[src/rtl/config_pkg.sv]
// Shared config-memory definitions: field ids, header layout, error codes,
// and per-field width/depth lookups used by both the loader and the reader.
package config_pkg;

    localparam int NUM_CFG_FIELDS = 11;
    localparam logic [3:0] NUM_FID = 4'd11;

    localparam logic [3:0] FLD_LTP_WIN    = 4'd0;
    localparam logic [3:0] FLD_LTD_WIN    = 4'd1;
    localparam logic [3:0] FLD_LTP_LRNRT  = 4'd2;
    localparam logic [3:0] FLD_LTD_LRNRT  = 4'd3;
    localparam logic [3:0] FLD_LRN_BIAS   = 4'd4;
    localparam logic [3:0] FLD_NURN_TYPE  = 4'd5;
    localparam logic [3:0] FLD_RAND_TH    = 4'd6;
    localparam logic [3:0] FLD_TH_MASK    = 4'd7;
    localparam logic [3:0] FLD_RST_POT    = 4'd8;
    localparam logic [3:0] FLD_SPIKE_AER  = 4'd9;
    localparam logic [3:0] FLD_LRN_WGHT   = 4'd10;

    // Header layout: [31:28] field id, [27:16] len-1, [15:0] start address
    localparam int HDR_FID_LSB  = 28;
    localparam int HDR_FID_W    = 4;
    localparam int HDR_LEN_LSB  = 16;
    localparam int HDR_LEN_W    = 12;
    localparam int HDR_ADDR_LSB = 0;
    localparam int HDR_ADDR_W   = 16;

    typedef enum logic [1:0] {
        ERR_NONE  = 2'b00,
        ERR_FIELD = 2'b01,
        ERR_START = 2'b10,
        ERR_OVFL  = 2'b11
    } err_code_e;

    typedef enum logic [1:0] {
        S_IDLE,
        S_WRITE,
        S_DRAIN,
        S_DONE
    } ld_state_e;

    // Number of meaningful data bits stored by each field
    function automatic int field_width(input logic [3:0] fid, input int win_w,
                                       input int dsize, input int aer);
        int w;
        case (fid)
            FLD_LTP_WIN, FLD_LTD_WIN:                        w = win_w;
            FLD_LTP_LRNRT, FLD_LTD_LRNRT,
            FLD_TH_MASK, FLD_RST_POT:                        w = dsize;
            FLD_LRN_BIAS, FLD_NURN_TYPE, FLD_RAND_TH,
            FLD_LRN_WGHT:                                    w = 1;
            FLD_SPIKE_AER:                                   w = aer;
            default:                                         w = 0;
        endcase
        return w;
    endfunction

    // Number of addressable entries in each field's RAM
    function automatic int field_depth(input logic [3:0] fid, input int nurns, input int axons);
        int d;
        if (fid == FLD_LRN_WGHT)  d = nurns * axons;
        else if (fid < NUM_FID)   d = nurns;
        else                      d = 0;
        return d;
    endfunction

endpackage

[src/rtl/cfg_hdr_decode.sv]
// Combinational header decode: field one-hot, burst length, start address,
// field depth, data mask and header error classification.
import config_pkg::*;

module cfg_hdr_decode #(
    parameter int NUM_NURNS          = 256,
    parameter int NUM_AXONS          = 256,
    parameter int DSIZE              = 16,
    parameter int STDP_WIN_BIT_WIDTH = 8,
    parameter int AER_BIT_WIDTH      = 32,
    parameter int ADDR_W             = 16
) (
    input  logic [AER_BIT_WIDTH-1:0]   hdr,
    output logic [NUM_CFG_FIELDS-1:0]  field_oh,
    output logic [HDR_LEN_W-1:0]       len_m1,
    output logic [HDR_ADDR_W-1:0]      start,
    output logic [ADDR_W:0]            depth,
    output logic [AER_BIT_WIDTH-1:0]   mask,
    output err_code_e                  err
);
    typedef logic [ADDR_W:0] depth_t;

    logic [HDR_FID_W-1:0] fid;
    int                   width;

    // Split header, look up field geometry and classify errors
    always_comb begin
        fid      = hdr[HDR_FID_LSB +: HDR_FID_W];
        len_m1   = hdr[HDR_LEN_LSB +: HDR_LEN_W];
        start    = hdr[HDR_ADDR_LSB +: HDR_ADDR_W];
        width    = field_width(fid, STDP_WIN_BIT_WIDTH, DSIZE, AER_BIT_WIDTH);
        depth    = depth_t'(field_depth(fid, NUM_NURNS, NUM_AXONS));
        field_oh = '0;
        if (fid < NUM_FID)
            field_oh[fid] = 1'b1;
        for (int i = 0; i < AER_BIT_WIDTH; i++)
            mask[i] = (i < width);
        if (fid >= NUM_FID)
            err = ERR_FIELD;
        else if (depth_t'(start) >= depth)
            err = ERR_START;
        else
            err = ERR_NONE;
    end

endmodule

[src/rtl/config_mem_loader.sv]
// Config word-stream loader: parses a header, then turns the following burst
// into registered, width-masked, auto-incrementing writes to the config RAMs.
import config_pkg::*;

module config_mem_loader #(
    parameter int NUM_NURNS          = 256,
    parameter int NUM_AXONS          = 256,
    parameter int DSIZE              = 16,
    parameter int NURN_CNT_BIT_WIDTH = 8,
    parameter int AXON_CNT_BIT_WIDTH = 8,
    parameter int STDP_WIN_BIT_WIDTH = 8,
    parameter int AER_BIT_WIDTH      = 32
) (
    input  logic                                         clk_i,
    input  logic                                         rst_i,
    input  logic [AER_BIT_WIDTH-1:0]                     cfg_data_i,
    input  logic                                         cfg_valid_i,
    output logic                                         cfg_ready_o,
    output logic [NUM_CFG_FIELDS-1:0]                    wr_en_o,
    output logic [NURN_CNT_BIT_WIDTH+AXON_CNT_BIT_WIDTH-1:0] wr_addr_o,
    output logic [AER_BIT_WIDTH-1:0]                     wr_data_o,
    output logic                                         busy_o,
    output logic                                         done_o,
    output logic                                         err_o,
    output logic [1:0]                                   err_code_o
);
    localparam int ADDR_W = NURN_CNT_BIT_WIDTH + AXON_CNT_BIT_WIDTH;
    typedef logic [ADDR_W:0] addr_t;   // one spare bit so "reached depth" is visible

    ld_state_e                   state, state_nxt;
    logic [NUM_CFG_FIELDS-1:0]   dec_oh, fld_q;
    logic [HDR_LEN_W-1:0]        dec_len, cnt_q;
    logic [HDR_ADDR_W-1:0]       dec_start;
    addr_t                       dec_depth, depth_q, addr_q;
    logic [AER_BIT_WIDTH-1:0]    dec_mask, mask_q;
    err_code_e                   dec_err;
    logic                        pkt_err_q;
    logic                        accept, last, ovf;

    cfg_hdr_decode #(
        .NUM_NURNS          (NUM_NURNS),
        .NUM_AXONS          (NUM_AXONS),
        .DSIZE              (DSIZE),
        .STDP_WIN_BIT_WIDTH (STDP_WIN_BIT_WIDTH),
        .AER_BIT_WIDTH      (AER_BIT_WIDTH),
        .ADDR_W             (ADDR_W)
    ) u_dec (
        .hdr      (cfg_data_i),
        .field_oh (dec_oh),
        .len_m1   (dec_len),
        .start    (dec_start),
        .depth    (dec_depth),
        .mask     (dec_mask),
        .err      (dec_err)
    );

    assign cfg_ready_o = !rst_i && (state != S_DONE);
    assign accept      = cfg_valid_i && cfg_ready_o;
    assign last        = (cnt_q == '0);
    assign ovf         = (addr_q >= depth_q);
    assign busy_o      = (state != S_IDLE);
    assign done_o      = (state == S_DONE);
    assign err_o       = (state == S_DONE) && pkt_err_q;

    // State register
    always_ff @(posedge clk_i) begin
        if (rst_i) state <= S_IDLE;
        else       state <= state_nxt;
    end

    // Next-state: header picks WRITE/DRAIN, burst end goes to a 1-cycle DONE
    always_comb begin
        state_nxt = state;
        case (state)
            S_IDLE:  if (accept) state_nxt = (dec_err == ERR_NONE) ? S_WRITE : S_DRAIN;
            S_WRITE: if (accept) state_nxt = last ? S_DONE : (ovf ? S_DRAIN : S_WRITE);
            S_DRAIN: if (accept && last) state_nxt = S_DONE;
            S_DONE:  state_nxt = S_IDLE;
            default: state_nxt = S_IDLE;
        endcase
    end

    // Burst counters, latched header info and registered write port
    always_ff @(posedge clk_i) begin
        if (rst_i) begin
            cnt_q      <= '0;
            addr_q     <= '0;
            fld_q      <= '0;
            mask_q     <= '0;
            depth_q    <= '0;
            pkt_err_q  <= 1'b0;
            wr_en_o    <= '0;
            wr_addr_o  <= '0;
            wr_data_o  <= '0;
            err_code_o <= '0;
        end else begin
            wr_en_o <= '0;
            if (accept) begin
                case (state)
                    S_IDLE: begin
                        cnt_q     <= dec_len;
                        addr_q    <= addr_t'(dec_start);
                        fld_q     <= dec_oh;
                        mask_q    <= dec_mask;
                        depth_q   <= dec_depth;
                        pkt_err_q <= (dec_err != ERR_NONE);
                        if (dec_err != ERR_NONE)
                            err_code_o <= dec_err;
                    end
                    S_WRITE: begin
                        cnt_q  <= cnt_q - 1'b1;
                        addr_q <= addr_q + 1'b1;
                        if (ovf) begin
                            pkt_err_q  <= 1'b1;
                            err_code_o <= ERR_OVFL;
                        end else begin
                            wr_en_o   <= fld_q;
                            wr_addr_o <= addr_q[ADDR_W-1:0];
                            wr_data_o <= cfg_data_i & mask_q;
                        end
                    end
                    S_DRAIN: cnt_q <= cnt_q - 1'b1;
                    default: ;
                endcase
            end
        end
    end

endmodule

[config.mk]
export PLATFORM = sky130hd
export DESIGN_NAME = config_mem_loader
export DESIGN_NICKNAME = d
export VERILOG_FILES = /design/src/rtl/config_pkg.sv /design/src/rtl/cfg_hdr_decode.sv /design/src/rtl/config_mem_loader.sv
export SDC_FILE = /design/constraint.sdc
export NUM_CORES = 1
export LEC_CHECK = 0
export CAP_MARGIN = 15
export CORE_MARGIN = 4
export CORE_UTILIZATION = 52
export CTS_BUF_LIST = sky130_fd_sc_hd__clkbuf_8 sky130_fd_sc_hd__clkbuf_16
export CTS_CLUSTER_SIZE = 16
export DETAILED_ROUTE_END_ITERATION = 16
export GPL_TIMING_DRIVEN = 0
export PLACE_DENSITY = 0.8
export RECOVER_POWER = 50
export SYNTH_ARGS = -nofsm -noshare
export SYNTH_HDL_FRONTEND = slang
export SYNTH_SLANG_ARGS = --single-unit
[constraint.sdc]
create_clock -name clk_i -period 3.85 [get_ports clk_i]
set_clock_uncertainty 0.15 [all_clocks]
set_input_delay 0.77 -clock clk_i [delete_from_list [all_inputs] [get_ports clk_i]]
set_output_delay 0.77 -clock clk_i [all_outputs]
set_load 0.005 [all_outputs]
Yosys cells after proc, flatten, opt, wreduce, memory -nomap -nowiden

Memory sizes are Yosys's and may differ from the RTL's.
Cells that the tools add are included.

Memories kept: 1
Output and inout port bits: 65
Word-level logic and storage cells: 109
Flip-flop bits (word level): 153
Memory bits (read-only): 64
Bits of input ports: 35

Memories:

| name             | depth | width | read ports | clocked after memory_dff | wr ports | RTL line         | text |
|---|---|---|---|---|---|---|---|
| (name not given) | 16    | 4     | 1          | 0                        | 0        | config_pkg.sv:46 | `case (fid)` |

$lt $le $gt $ge: 38
Reduce and logical (&&, ||, !) cells: 22
Eq/ne operators: 10
Bitwise gates (word level): 4
Add/sub/neg operators: 2
Mux-type cells: 21

Operators with widths:

| cell                  | count |
|---|---|
| $lt 6x32->1 const A   | 16 |
| $lt 5x32->1 const A   | 8 |
| $lt 4x32->1 const A   | 4 |
| $lt 3x32->1 const A   | 2 |
| $pmux 17 s2           | 1 |
| $and 32x32->32        | 1 |
| $lt 1x32->1 const A   | 1 |
| $lt 2x32->1 const A   | 1 |
| $pmux 12 s2           | 1 |
| $mux 2                | 10 |
| $add 17x1->17 const B | 1 |
| $ge 16x17->1          | 1 |
| $ge 17x17->1          | 1 |
| $mux 17               | 1 |
| $logic_not 12->1      | 1 |
| $ne 2x2->1 const B    | 6 |
| $sub 12x1->12 const B | 1 |
| $mux 11               | 1 |
| $mux 9                | 1 |
| $reduce_and 3->1      | 3 |
| $pmux 2 s4            | 1 |
| $reduce_bool 2->1     | 4 |
| $reduce_and 2->1      | 3 |
| $logic_and 1x1->1     | 5 |
| other kinds (17)      | 22 |

Longest topological paths before layout

Word-level depth: 10
Mapped depth: 10
Mapped depth without buffers: 9

By module

Synthesis repeated with hierarchy kept, for this count alone.

Cell total of the unflattened synthesis: 965
Area total of the unflattened synthesis: 7521.0 µm²

Modules (own cells, without submodules):

| module            | cells each | sequential area each (µm²) | times used | area each (µm²) |
|---|---|---|---|---|
| config_mem_loader | 854        | 3062.9                     | 1          | 6723.9 |
| cfg_hdr_decode    | 111        | 0.0                        | 1          | 797.0 |

Least setup slack after synthesis

Ideal clock, no wire load.

Path kind: in2reg
From: in cfg_data_i[29]
To: reg err_code_o[1]
Setup time: 0.086 ns
Setup slack: 0.755 ns
Arrival time: 2.858 ns
Path buffers: 1
Required time: 3.614 ns
Cell stages on the path: 9
Cells stage by stage: clkbuf_1 -> nor4bb_1 -> nor2_1 -> ha_1 -> nor3b_1 -> nand4b_1 -> o221a_2 -> a221o_1 -> a221oi_2

Cells in the longest elaborated chain, start to end: 9
Elaborated cells between the ends (all ways): 13
Classes of those cells: order compare: 3; eq/ne: 2; mux: 6; reduce/logical: 2

Ends and longest elaborated chain:

| element                           | RTL line                 | text |
|---|---|---|
| from (decl)                       | config_mem_loader.sv:16  | `input logic [AER_BIT_WIDTH-1:0] cfg_data_i,` |
| $lt 4x4->1                        | config_pkg.sv:62         | `else if (fid < NUM_FID) d = nurns;` |
| $mux 9                            | config_pkg.sv:62         |  |
| $mux 17 *                         | config_pkg.sv:61         | `if (fid == FLD_LRN_WGHT) d = nurns * axons;` |
| via dec_depth[8]                  | config_mem_loader.sv:34  | `addr_t dec_depth, depth_q, addr_q;` |
| $ge 16x17->1 *                    | cfg_hdr_decode.sv:40     | `else if (depth_t'(start) >= depth)` |
| $mux 2 *                          | cfg_hdr_decode.sv:40     |  |
| $mux 2 *                          | cfg_hdr_decode.sv:38     | `if (fid >= NUM_FID)` |
| $reduce_bool 2->1                 | config_mem_loader.sv:107 | `if (dec_err != ERR_NONE)` |
| $ne 2x2->1 (no source line)       | --                       |  |
| $reduce_and 4->1 (no source line) | --                       |  |
| to (signal assigned)              | config_mem_loader.sv:108 | `err_code_o <= dec_err;` |
| to (decl)                         | config_mem_loader.sv:25  | `output logic [1:0] err_code_o` |

Mark *: on every way through the listed nets, which the timed path passes. The rest lies on a longest branch. The select of a mux whose other input is x is not followed.
A chain may end at the register's enable or synchronous reset.

Worst setup path after layout

From: in cfg_data_i[28]
To: reg err_code_o[1]

Same word-level chain as after synthesis.

==> results.rst <==
.. list-table::
   :header-rows: 1

   * - Metric
     - Value
   * - Result of the run
     - finished clean
   * - Final Non-Filler Cells
     - between 800 and 900
   * - Startpoint Class
     - primary input
   * - GRT Util Overall
     - 27.7%
   * - RR Startpoint
     - state[0]
   * - Starting Density
     - a little over half
   * - Routed Antenna Nets
     - 0
   * - Time the final worst path needs with I/O delays and setup
     - roughly 3.6 ns
   * - Power density of the placed cells
     - 564 nW/um^2
   * - Type of the setup path with the least slack
     - primary input to register
   * - Internal power consumption
     - between 2 and 3 mW
   * - Clock sinks
     - between 100 and 150
   * - Number of global-route vias before repair
     - between 4000 and 5000
   * - Aggregate global routing overflow
     - 0
   * - Number of diodes
     - 0
   * - DRC errors left
     - 0
   * - Maximum level of the CTS H-tree
     - 4
   * - Data required time at the worst endpoint
     - around 4.1 ns
   * - Layout Utilization
     - between 70 and 80%
   * - Final setup violation count
     - 0
   * - Initial detailed-routing violation count
     - 440
   * - #FFs+latches synth
     - approximately 110
   * - Inst Count DP
     - approximately 830
   * - Number of I/O port buffers
     - 97
   * - Slew Limit Fails
     - 0
   * - Proportion of layout cells with a drive suffix above 1
     - slightly below 7%
   * - Worst max-slew margin expressed relative to the limit
     - 37.1%
   * - Delay contributed by the slowest stage of the critical path
     - ~0.76 ns
   * - TritonCTS clock tree
     - built
   * - Routed wire per std cell
     - 18.2 microns
   * - Total CTS buffers
     - 17
   * - Horiz. Die Dim
     - between 100 and 150 microns
   * - Number of filler instances in the final layout
     - 750
   * - Aggregate routed wire length
     - 15700 microns
   * - Number of resized instances in the post-cts repair step
     - 0
   * - Gate power share
     - 21.5%
   * - CTS root buffer
     - clkbuf_8
   * - Detailed-router iteration count before antenna repair
     - 6
   * - Crit path DAT
     - a little under 4 ns
   * - Top flip-flop cell by instance count after synthesis
     - dfxtp_1
   * - Unrepaired setup endpoints after global routing
     - no
   * - Final HPWL DP
     - between 10000 and 15000 microns
   * - Setup tns final
     - 0 ns
   * - Die span in y
     - about 110 microns
   * - CTS Buffer Depth
     - 2
   * - Kind of cell adding the most delay to the critical path
     - simple AND/OR/NAND/NOR gates
   * - Clock-pin slew of the registers on the worst-case setup and hold paths
     - roughly 0.060 ns
   * - Maximum vdd ir drop
     - around 0.31 mV
   * - Worst hold-check path type
     - register to register
   * - Leakage
     - approximately 2.6 nW
   * - Share of the clock period used by the worst path after layout
     - around 93%
   * - Vias after detailed routing
     - about 5100
   * - Synth cell types
     - 64
   * - Layout-stage area growth over the synthesis result
     - 34.0%
   * - Largest net degree at the start of global routing
     - 17
   * - Share of the synthesized area in the top cell type
     - 44.6%
   * - Number of rows created at floorplan
     - 35
   * - Actual transition at the worst max-transition pin
     - 0.941 ns
   * - Sequential fraction of the synthesis area
     - between 40% and 50%
   * - Critical path buffer and inverter count
     - 1
   * - Cell with the largest stage delay on the worst path
     - nor4bb_1
   * - Portion of total power attributed to sequential cells
     - a little over a third
   * - Clock power frac
     - 43.4%
   * - Cell count after synthesis
     - 608
   * - Count of flip-flops with a built-in enable after synthesis
     - 0
   * - Number of antenna violations at the first check in global routing
     - 0
   * - Ports placed on the boundary
     - 100
   * - Async set-or-reset flop fraction in the synthesized netlist
     - 0%
   * - Sort of element at the end of the critical path
     - register
   * - Wire length of the first global-routing pass
     - 25100 microns
   * - Origin of the worst min-delay path
     - err_code_o[0]
   * - Summed instance area of the synthesized netlist
     - 5120 sq um
   * - Post-Syn Area per Cell
     - about 8.4 sq um
   * - Sw frac
     - around a third
   * - Final Wtd Congestion
     - approximately 0.95
   * - Area of the placeable core
     - about 9400 sq um
   * - Psw
     - approximately 1.2 mW
   * - Cell type contributing the most total cell area after synthesis
     - dfxtp_1
   * - Hold buffer count at CTS
     - 0
   * - Max-cap viol count
     - 0
   * - Number of setup buffers added after CTS
     - 0
   * - Timing-limited maximum frequency
     - around 280 MHz
   * - Count of warnings emitted by yosys
     - 0
   * - Ordered list of cells on the worst path
     - clkdlybuf4s50_1 -> nor4bb_1 -> nor2_1 -> ha_1 -> nor3b_1 -> nand4b_1 -> o221a_2 -> a221o_1 -> a221oi_2
   * - Net count after synthesis
     - 653
   * - Hold Fails Final Rpt
     - 0
   * - Vias per std cell
     - 5.90
   * - Clock latency reported for the late side of the worst-skew pair
     - 0.52 ns
   * - Beginning of the critical path
     - cfg_data_i[28]
   * - Die Outline Area
     - ~11000 sq um
   * - Top cells by area in the synthesized netlist
     - dfxtp_1, a21oi_1, nand3_1
   * - Maximum fanout encountered on the critical timing path
     - 8
   * - # nets final
     - between 700 and 800
cell usage after synthesis, types with 3 or more instances:
cell and count:
xnor2_1 3, a21oi_1 73, buf_2 5, ha_1 10, nor4_1 7, nand4b_1 3
clkbuf_1 33, o21a_1 4, inv_1 16, nand4_1 3, a211oi_1 8, or3_1 4
nor3_1 15, nor2b_1 6, and2_1 14, mux2i_1 18, nand2b_1 34, nand3_1 51
dfxtp_1 114, a221oi_1 3, nand2_1 44, a311oi_1 3, o21ai_0 13, o22ai_1 6
a31oi_1 5, nor2_1 61
per-stage QoR:
step	power, mW	setup slack, ns	area, sq um	hold slack, ns
4_1_cts	3.86	0.427	6880	0.297
2_1_floorplan	1.92	0.755	5120	0.277
3_5_place_dp	2.19	-0.0294	6250	0.287
6_report	3.87	0.276	6860	0.288
3_3_place_gp	2.16	0.0629	6250	0.286
5_1_grt	4.03	0.173	6860	0.316
worst register-to-register path, delay by kind of cell, from the launching register on:
| kind | cells | cell delay [ns] |
|---|---|---|
| buffers and inverters | 1 | 0.35 |
| multiplexers | 1 | 0.23 |
| adder cells (fa/ha/maj) | 1 | 0.29 |
| flip-flops | 1 | 0.34 |
| AND/OR/NAND/NOR | 3 | 1.14 |
| AO/OA/AOI/OAI | 1 | 0.72 |
power groups by stage:
stage                     clock network (mW)  logic (mW)  registers (mW)
final                                   1.68       0.832            1.36
after global routing                    1.75       0.915            1.37
after CTS                               1.69       0.818            1.35
after detailed placement                   0       0.808            1.38
after global placement                     0       0.785            1.37
after floorplan                            0       0.568            1.35
state kept, by name, indices dropped and copies added (netlist names), 2 cells and up:
name        cells
addr_q         17
cnt_q          12
depth_q         2
err_code_o      2
fld_q          11
mask_q          8
state           2
wr_addr_o      16
wr_data_o      32
wr_en_o        11
cell families (layout without fill, tap and decap cells):
group                    count (synthesis)  after routing  synth area share [%]
multiplexers                            18             18                  3.52
AO/OA/AOI/OAI                          144            144                  17.9
flip-flops                             114            114                  44.6
XOR/XNOR                                 3              3                 0.514
buffers and inverters                   59            188                  4.74
AND/OR/NAND/NOR                        260            260                  26.2
adder cells (fa/ha/maj)                 10             10                  2.44
routing by layer:
layer | vias to the layer above | GRT usage, % | part of all wire, %
met1 | 2441 | 36.3 | 43
met4 | 0 | 7.95 | 2.1
li1 | 2397 | - | -
met2 | 236 | 45.0 | 48
met3 | 37 | 6.98 | 7.0
met5 | - | 0 | 0
worst paths after layout:
| check | end | slack, ns | depth (start not counted) |
|---|---|---|---|
| max | err_code_o[1] | 0.28 | 9 |
| min | err_code_o[0] | 0.29 | 2 |
| max reg2reg | wr_addr_o[0] | 0.48 | 7 |
| min reg2reg | err_code_o[0] | 0.29 | 2 |
placed cells by master (no fill, tap or decap), drive strengths merged, types with 7 or more instances in the layout:
cell / synthesis / final
a211oi: 9 / 9
a21oi: 74 / 74
and2: 14 / 14
buf: 10 / 9
clkbuf: 33 / 51
clkdlybuf4s50: 0 / 35
dfxtp: 114 / 114
dlygate4sd3: 0 / 62
ha: 10 / 10
inv: 16 / 24
mux2i: 18 / 18
nand2: 44 / 44
nand2b: 34 / 34
nand3: 51 / 51
nor2: 61 / 61
nor3: 15 / 15
nor4: 7 / 7
o21ai: 14 / 14
cell type report:
cell class | count | area, sq um | share of cell area (%)
buffer | 43 | 183 | 2.66
clock buffer | 17 | 414 | 6.04
clock inverter | 15 | 218 | 3.17
inverter | 16 | 60.1 | 0.876
multi-input combinational | 435 | 2570 | 37.5
sequential | 114 | 2280 | 33.3
tap | 129 | 161 | 2.35
timing repair buffer | 97 | 971 | 14.2
Note: power is estimated with default switching activity, not from simulation.
